File: config.mk
export PLATFORM = sky130hd
export DESIGN_NAME = mult_arbiter
export DESIGN_NICKNAME = d
export VERILOG_FILES = /design/src/rtl/mult_pkg.sv /design/src/rtl/mult_arbiter_multiplier.sv /design/src/rtl/mult_arbiter.sv
export SDC_FILE = /design/constraint.sdc
export NUM_CORES = 2
export LEC_CHECK = 0
export CELL_PAD_IN_SITES_DETAIL_PLACEMENT = 1
export CELL_PAD_IN_SITES_GLOBAL_PLACEMENT = 2
export CORE_MARGIN = 8
export CORE_UTILIZATION = 39
export DETAILED_ROUTE_END_ITERATION = 10
export PLACE_DENSITY = 0.84
export SYNTH_ARGS = -nofsm -noshare
export SYNTH_HDL_FRONTEND = slang
export SYNTH_HIERARCHICAL = 1
export SYNTH_SLANG_ARGS = --single-unit
File: constraint.sdc
create_clock -name clk -period 8.4 [get_ports clk]
set_clock_uncertainty 0.2 [all_clocks]
set_input_delay 0.84 -clock clk [delete_from_list [all_inputs] [get_ports clk]]
set_output_delay 0.84 -clock clk [all_outputs]
set_load 0.02 [all_outputs]
File: src/rtl/mult_pkg.sv
// Shared constants and types for the two-requester multiplier arbiter.
//   DATA_W  : operand width
//   PROD_W  : full product width (2*DATA_W)
//   LATENCY : cycles from an accepted request to its response pulse
//   owner_e : owner tag carried down the pipeline (0 = req0, 1 = req1)
package mult_pkg;

   localparam int unsigned DATA_W  = 32;
   localparam int unsigned PROD_W  = 2 * DATA_W;
   localparam int unsigned LATENCY = 2;

   typedef enum logic {
      TagReq0 = 1'b0,
      TagReq1 = 1'b1
   } owner_e;

   // The requester that did not own the given tag.
   function automatic owner_e other_owner(input owner_e tag);
      return (tag == TagReq0) ? TagReq1 : TagReq0;
   endfunction

endpackage

File: src/rtl/mult_arbiter_multiplier.sv
// Combinational unsigned multiplier shared by both requesters.
//   a, b    : unsigned operands, DATA_W bits
//   product : full unsigned product, PROD_W bits, no truncation
module MultiplierOperator
   import mult_pkg::*;
#(
   parameter int unsigned DATA_W = mult_pkg::DATA_W,
   parameter int unsigned PROD_W = 2 * DATA_W
) (
   input  logic [DATA_W-1:0] a,
   input  logic [DATA_W-1:0] b,
   output logic [PROD_W-1:0] product
);

   // Widen both operands first so the multiply is carried out at full width.
   assign product = PROD_W'(a) * PROD_W'(b);

endmodule

File: src/rtl/mult_arbiter.sv
// Two-requester front end for a single shared multiplier.
// Round-robin arbitration grants at most one requester per cycle; accepted operands flow
// through a two-stage pipeline and return as a one-cycle pulse to the owning requester.
//   clk, rst                  : clock, synchronous active-high reset
//   reqN_valid / reqN_ready   : request handshake, transfer when both high
//   reqN_a, reqN_b            : unsigned operands
//   respN_valid / respN_data  : result pulse and held last product for requester N
//   busy                      : an operation is in stage 1 or stage 2
//   op_count                  : wrapping count of accepted operations
module mult_arbiter
   import mult_pkg::*;
#(
   parameter int unsigned DATA_W = mult_pkg::DATA_W,
   parameter int unsigned PROD_W = 2 * DATA_W
) (
   input  logic              clk,
   input  logic              rst,
   input  logic              req0_valid,
   input  logic              req1_valid,
   output logic              req0_ready,
   output logic              req1_ready,
   input  logic [DATA_W-1:0] req0_a,
   input  logic [DATA_W-1:0] req0_b,
   input  logic [DATA_W-1:0] req1_a,
   input  logic [DATA_W-1:0] req1_b,
   output logic              resp0_valid,
   output logic              resp1_valid,
   output logic [PROD_W-1:0] resp0_data,
   output logic [PROD_W-1:0] resp1_data,
   output logic              busy,
   output logic [15:0]       op_count
);

   // Arbitration state
   owner_e rr_last_q;

   // Stage 1: captured operands and owner
   logic              s1_valid_q;
   owner_e            s1_tag_q;
   logic [DATA_W-1:0] s1_a_q;
   logic [DATA_W-1:0] s1_b_q;

   // Stage 2: valid and owner; the product lands in the owner's response register
   logic              s2_valid_q;
   owner_e            s2_tag_q;
   logic [PROD_W-1:0] resp0_data_q;
   logic [PROD_W-1:0] resp1_data_q;

   logic [15:0]       op_count_q;

   // Grant / transfer
   logic              grant0;
   logic              grant1;
   logic              xfer;
   owner_e            grant_tag;
   logic [DATA_W-1:0] grant_a;
   logic [DATA_W-1:0] grant_b;

   logic [PROD_W-1:0] product;

   always_comb begin
      grant0 = 1'b0;
      grant1 = 1'b0;
      if (!rst) begin
         if (req0_valid && req1_valid) begin
            // Contention: the requester not served last wins.
            grant0 = (other_owner(rr_last_q) == TagReq0);
            grant1 = !grant0;
         end else begin
            grant0 = req0_valid;
            grant1 = req1_valid;
         end
      end
   end

   assign xfer      = grant0 | grant1;
   assign grant_tag = grant1 ? TagReq1 : TagReq0;
   assign grant_a   = grant1 ? req1_a : req0_a;
   assign grant_b   = grant1 ? req1_b : req0_b;

   assign req0_ready = grant0;
   assign req1_ready = grant1;

   MultiplierOperator #(
      .DATA_W (DATA_W),
      .PROD_W (PROD_W)
   ) u_mult (
      .a       (s1_a_q),
      .b       (s1_b_q),
      .product (product)
   );

   always_ff @(posedge clk) begin
      if (rst) begin
         rr_last_q    <= TagReq1;
         s1_valid_q   <= 1'b0;
         s1_tag_q     <= TagReq0;
         s1_a_q       <= '0;
         s1_b_q       <= '0;
         s2_valid_q   <= 1'b0;
         s2_tag_q     <= TagReq0;
         resp0_data_q <= '0;
         resp1_data_q <= '0;
         op_count_q   <= '0;
      end else begin
         s1_valid_q <= xfer;
         if (xfer) begin
            s1_tag_q   <= grant_tag;
            s1_a_q     <= grant_a;
            s1_b_q     <= grant_b;
            rr_last_q  <= grant_tag;
            op_count_q <= op_count_q + 16'd1;
         end

         s2_valid_q <= s1_valid_q;
         if (s1_valid_q) begin
            s2_tag_q <= s1_tag_q;
            // Only the owner's data register moves, so the other side keeps its last result.
            if (s1_tag_q == TagReq0) begin
               resp0_data_q <= product;
            end else begin
               resp1_data_q <= product;
            end
         end
      end
   end

   assign resp0_valid = s2_valid_q && (s2_tag_q == TagReq0);
   assign resp1_valid = s2_valid_q && (s2_tag_q == TagReq1);
   assign resp0_data  = resp0_data_q;
   assign resp1_data  = resp1_data_q;
   assign busy        = s1_valid_q | s2_valid_q;
   assign op_count    = op_count_q;

endmodule

# Word-level counts from Yosys, hierarchy flattened
# Index checks and enable logic that the tools add are counted.
[totals]
register_bits = 213
output_inout_bits = 149
word_cells = 29
[op_classes]
addsub = 1
n_mul = 1
muxes = 8
bitwise_logic = 4
n_reduce_logical = 5
[ops]
columns = ["op", "count"]
rows = [
  ["$mul A32 B32 Y64", 1],
  ["$mux W32", 2],
  ["$add A16 B1 Y16 const B", 1],
  ["$mux W1", 6],
  ["$reduce_and A2 Y1", 2],
  ["$logic_and A1 B1 Y1", 3],
  ["$not A1 Y1", 2],
  ["$or A1 B1 Y1", 2],
]

# Longest topological paths before layout
[depth]
depth_word = 4
depth_mapped = 31
ltp_nobuf = 29

# Modules after synthesis
# The synthesis kept the hierarchy.
[by_module_without_submodules]
columns = ["mod", "n_inst", "cells_each", "area_each_um2", "seq_area_each_um2"]
rows = [
  ["MultiplierOperator", 1, 3712, 33503.4, 0.0],
  ["mult_arbiter", 1, 997, 7906.3, 4264.1],
]

# Worst setup path before layout
# Ideal clock, no wire load.
[synth_timing]
kind = "flip-flop to flip-flop"
startpoint = "register s1_a_q[24]"
endpoint = "register resp1_data_q[57], in the netlist resp1_data[57]"
setup_ns = 0.070
arrival_time_ns = 7.193
required_ns = 8.130
path_slack_ns = 0.937
path_stages_with_launch = 28
path_buffers = 2
path_cell_list = "dfxtp_1 clkbuf_1 nand2_1 fa_1 inv_1 fa_1 inv_1 fa_1 inv_1 fa_1 fa_1 fa_1 fa_1 inv_1 fa_1 inv_1 ha_1 buf_2 nand4_1 nor3_1 inv_1 or4_1 a31oi_1 o21bai_1 mux2i_1 a2111oi_2 nand2_1 a21oi_1"
[synth_via]
elab_chain_cells = 1
[synth_rtl]
columns = ["item", "line", "rtl"]
rows = [
  ["start, declared", "mult_arbiter.sv:40", "logic [DATA_W-1:0] s1_a_q;"],
  ["start signal, assigned", "mult_arbiter.sv:109", "s1_a_q <= grant_a;"],
  ["$mul A32 B32 Y64", "mult_arbiter_multiplier.sv:16", "assign product = PROD_W'(a) * PROD_W'(b);"],
  ["net product[57]", "mult_arbiter.sv:59", "logic [PROD_W-1:0] product;"],
  ["end signal, assigned", "mult_arbiter.sv:122", "resp1_data_q <= product;"],
  ["end, declared", "mult_arbiter.sv:47", "logic [PROD_W-1:0] resp1_data_q;"],
]
# The timed path passes the listed nets, and every way through them passes these cells.
# A chain may end at the register's enable or synchronous reset.

# Worst setup path in the final report
[layout_timing]
startpoint = "register s1_b_q[2]"
endpoint = "register resp1_data_q[61], in the netlist resp1_data[61]"
[layout_via]
elab_chain_cells = 1
[layout_rtl]
columns = ["item", "line", "rtl"]
rows = [
  ["start, declared", "mult_arbiter.sv:41", "logic [DATA_W-1:0] s1_b_q;"],
  ["start signal, assigned", "mult_arbiter.sv:110", "s1_b_q <= grant_b;"],
  ["$mul A32 B32 Y64", "mult_arbiter_multiplier.sv:16", ""],
  ["net product[61]", "mult_arbiter.sv:59", ""],
]
# The timed path passes the listed nets, and every way through them passes these cells.

==> results.md <==
- Status: finished clean
- R2r setup slk: 0.27 ns
- Routability cong.: 0.8643
- Number of global-route vias before repair: 37690
- Fin. max-slew vios: 0
- Arrival time worst endpoint: 8.43 ns
- Period minus WS final: 8.127 ns
- Hold Startpoint: resp1_data[1]
- Reg clk slew, reported paths: 0.06 ns
- Worst-margin pin slew: 1.174 ns
- Area after DPL: 0.04604 mm^2
- Synthesis-stage register bit count: 213
- Slowest stage cell, crit path: fa_1
- Layout cells sized above 1: 5.652%
- Area growth, synth to finish: 14.06%
- Die height: 341.9 um
- Synth cell types: 76
- Largest net degree at the start of global routing: 80
- # fillers: 12130
- Final Instance Area: 0.04723 mm^2
- Global-route wire length before repair: 216900 um
- Ports: 281
- # H-tree levels: 1
- Fin nets: 6152
- Startpoint class of the critical path: register
- Synth async-reset ratio: 0%
- Die area: 0.1169 mm^2
- RSZ-0062 raised after global routing: no
- Die width: 341.9 um
- Leak pwr: 22.20 nW
- CP startpoint: s1_b_q[2]
- DRT iter0 DRCs: 1430
- Drt wl/cell: 21.61 um
- Worst Hold Class: register to register
- Syn Nets: 6001
- Clock Sinks: 213
- Clock Root Buffer: clkbuf_16
- Clock buffer count from CTS: 29
- Crit path buffers/inverters: 6
- Postcts setup bufs: 0
- Final WL: 135600 um
- Rel. slew slack: 21.21%
- CP Capture Type: register
- Reg2reg start: s1_b_q[2]
- Grt total ovfl: 0
- Antenna violations before repair: 0
- Mapped Cells: 4709
- Post-synth EDFFs: 0
- Reg2reg end: resp1_data[61]
- Worst-path fanout max: 17
- 1st-pass router iterations: 7
- CTS tree: built
- Mean Syn Cell Area: 8.794 um^2
- Max Cap Violations: 0
- Routed Antenna Nets: 0
- Total Power: 8.357 mW
- DRC: 0
- # rows: 119
- DR vias: 32250
- Post-synth top flop: dfxtp_1
- Synthesis warning total: 6
- Avg Vias per Cell: 5.141
- Placed insts: 6220
- Critical Path Most Common Cell: fa_1
- Fin crit share: 96.75%
- R2R depth: 27
- Peak supply drop: 0.0001780 V
- Hold Vio Cnt, Final: 0
- Clk_lat worst skew: 0.59 ns
- Power density cells: 176.9 mW/mm^2
- Critical path class: register to register
- Antenna fix cells: 0
- Critical path required time: 8.70 ns
- F_max: 0.1230 GHz
- # hold bufs at CTS: 0
- Buffers added on ports: 280
- Longest Clk Path Bufs: 3
- Core footprint: 0.1053 mm^2
- Hpwl dp: 111200 um
- Global Route Usage Sum: 23.57%
- Final setup viols: 0
- Hold depth: 2
- Max stage delay on crit path: 0.55 ns
- Mapped Area: 0.04141 mm^2
- Delay-heaviest family, CP: adder cells
- Hold Path Sink: resp1_data[1]
- Fin cells: 6274
- Starting density of the core: 39.34%
- Seq/Total Area, Yosys: 10.30%
-- kinds of logic after synthesis --
logic type,after synthesis,synth area share [%]
AO/OA/AOI/OAI,425,6.641
XOR/XNOR,72,1.523
adder cells (fa/ha/maj),1160,51.29
buffers and inverters,1178,10.81
flip-flops,213,10.30
multiplexers,1,0.02417
AND/OR/NAND/NOR,1660,19.41
-- state kept, by name, summed over array words and instances (netlist names) --
signal,cells
s1_valid_q,1
resp1_data,64
op_count,16
s1_b_q,32
rr_last_q,1
resp0_data,64
s2_valid_q,1
s1_tag_q,1
s1_a_q,32
s2_tag_q,1
-- timing repair --
action,CTS,global route
endpoints found under the hold margin,0,0
endpoints found under the setup margin,6,48
resized for setup,8,45
-- per-stage QoR --
step                setup slack, ns  TNS [ns]  util (%)  hold slack, ns
floorplan                    0.9369         0         -          0.2585
global placement            -0.1356   -0.2695     43.73          0.2427
detailed placement         -0.07837   -0.1429     43.73          0.2462
CTS                         0.04293         0     44.77          0.2552
global route               0.002682         0     44.87          0.2718
finish                       0.2731         0     44.87          0.2531
-- power by group --
group | total (mW) | internal (mW) | switching (mW)
clock network | 1.41 | 0.894 | 0.519
registers | 1.31 | 1.15 | 0.168
logic | 5.63 | 2.22 | 3.40
-- tightest hold or removal path, stage by stage, from the launching register on --
cell	delay [ns]
dfxtp_1	0.30
nand2_1	0.05
a21oi_1	0.05
-- synthesized netlist by cell type, types with 3 or more instances --
master,instances,area [um^2]
nor2b_1,9,56.30
clkbuf_1,263,987.2
a311oi_1,53,464.2
nand3_1,11,55.05
a2111oi_2,3,45.04
xnor2_1,45,394.1
o31ai_1,6,45.04
nor2_1,104,390.4
dfxtp_1,213,4264
buf_1,13,48.80
xor2_1,27,236.5
o21ai_0,37,185.2
o211ai_1,4,30.03
ha_1,264,3303
or3_1,5,31.28
o21bai_1,13,97.59
inv_1,867,3254
o21ai_1,3,15.01
and4_1,3,26.28
nor3_1,13,65.06
o21ai_2,3,26.28
or4_1,7,52.55
fa_1,896,17940
and2_1,604,3779
nand2b_1,5,31.28
a21o_1,42,315.3
a21oi_1,204,1021
or2_2,4,25.02
nand4_1,29,181.4
a31oi_1,11,68.82
and3_1,6,37.54
buf_2,29,145.1
buf_4,3,22.52
nand2_1,848,3183
a222oi_1,11,110.1
-- area by class of cell --
class / instances / area, um^2 / share of cell area [%]
Clock inverter: 15 / 267.8 / 0.5669
Timing Repair Buffer: 430 / 4084 / 8.647
Tap cell: 1391 / 1740 / 3.685
Clock buffer: 39 / 813.3 / 1.722
Sequential cell: 213 / 4329 / 9.166
Inverter: 868 / 3259 / 6.901
Multi-Input combinational cell: 3318 / 32740 / 69.31
-- worst max path at each step --
stage / end / slack (ns) / cells past startpoint
2_1_floorplan: resp1_data[57] / 0.94 / 27
3_3_place_gp: resp0_data[61] / -0.14 / 26
3_5_place_dp: resp1_data[61] / -0.08 / 26
4_1_cts: resp1_data[61] / 0.04 / 26
5_1_grt: resp0_data[57] / 0.003 / 25
6_report: resp1_data[61] / 0.27 / 27
-- cell usage in the layout, fill, tap and decap left out, types with 6 or more instances in the layout --
cell,count
fa_1,896
buf_4,137
clkdlybuf4s50_1,279
bufinv_16,7
a222oi_1,11
a21o_1,42
a21oi_1,204
clkbuf_16,29
nor2_1,104
nor2b_1,8
dfxtp_4,8
inv_1,866
a311oi_1,53
a31oi_1,9
nand2_1,847
o21ai_0,35
ha_1,264
buf_12,12
dfxtp_1,177
or4_1,7
and3_1,6
nor3_1,13
o21bai_1,13
dfxtp_2,28
nand4_1,29
xor2_1,27
nand3_1,11
xnor2_1,45
and2_1,603
-- metal layers --
| metal | routed length (um) | vias to the layer above | track usage (%) |
|---|---|---|---|
| li1 | - | 14360 | - |
| met1 | 52190 | 17070 | 26.83 |
| met2 | 73280 | 576 | 44.97 |
| met3 | 3304 | 244 | 1.697 |
| met5 | 0 | - | 0 |
| met4 | 6783 | 0 | 10.11 |
Note: power is estimated with default switching activity, not from simulation.
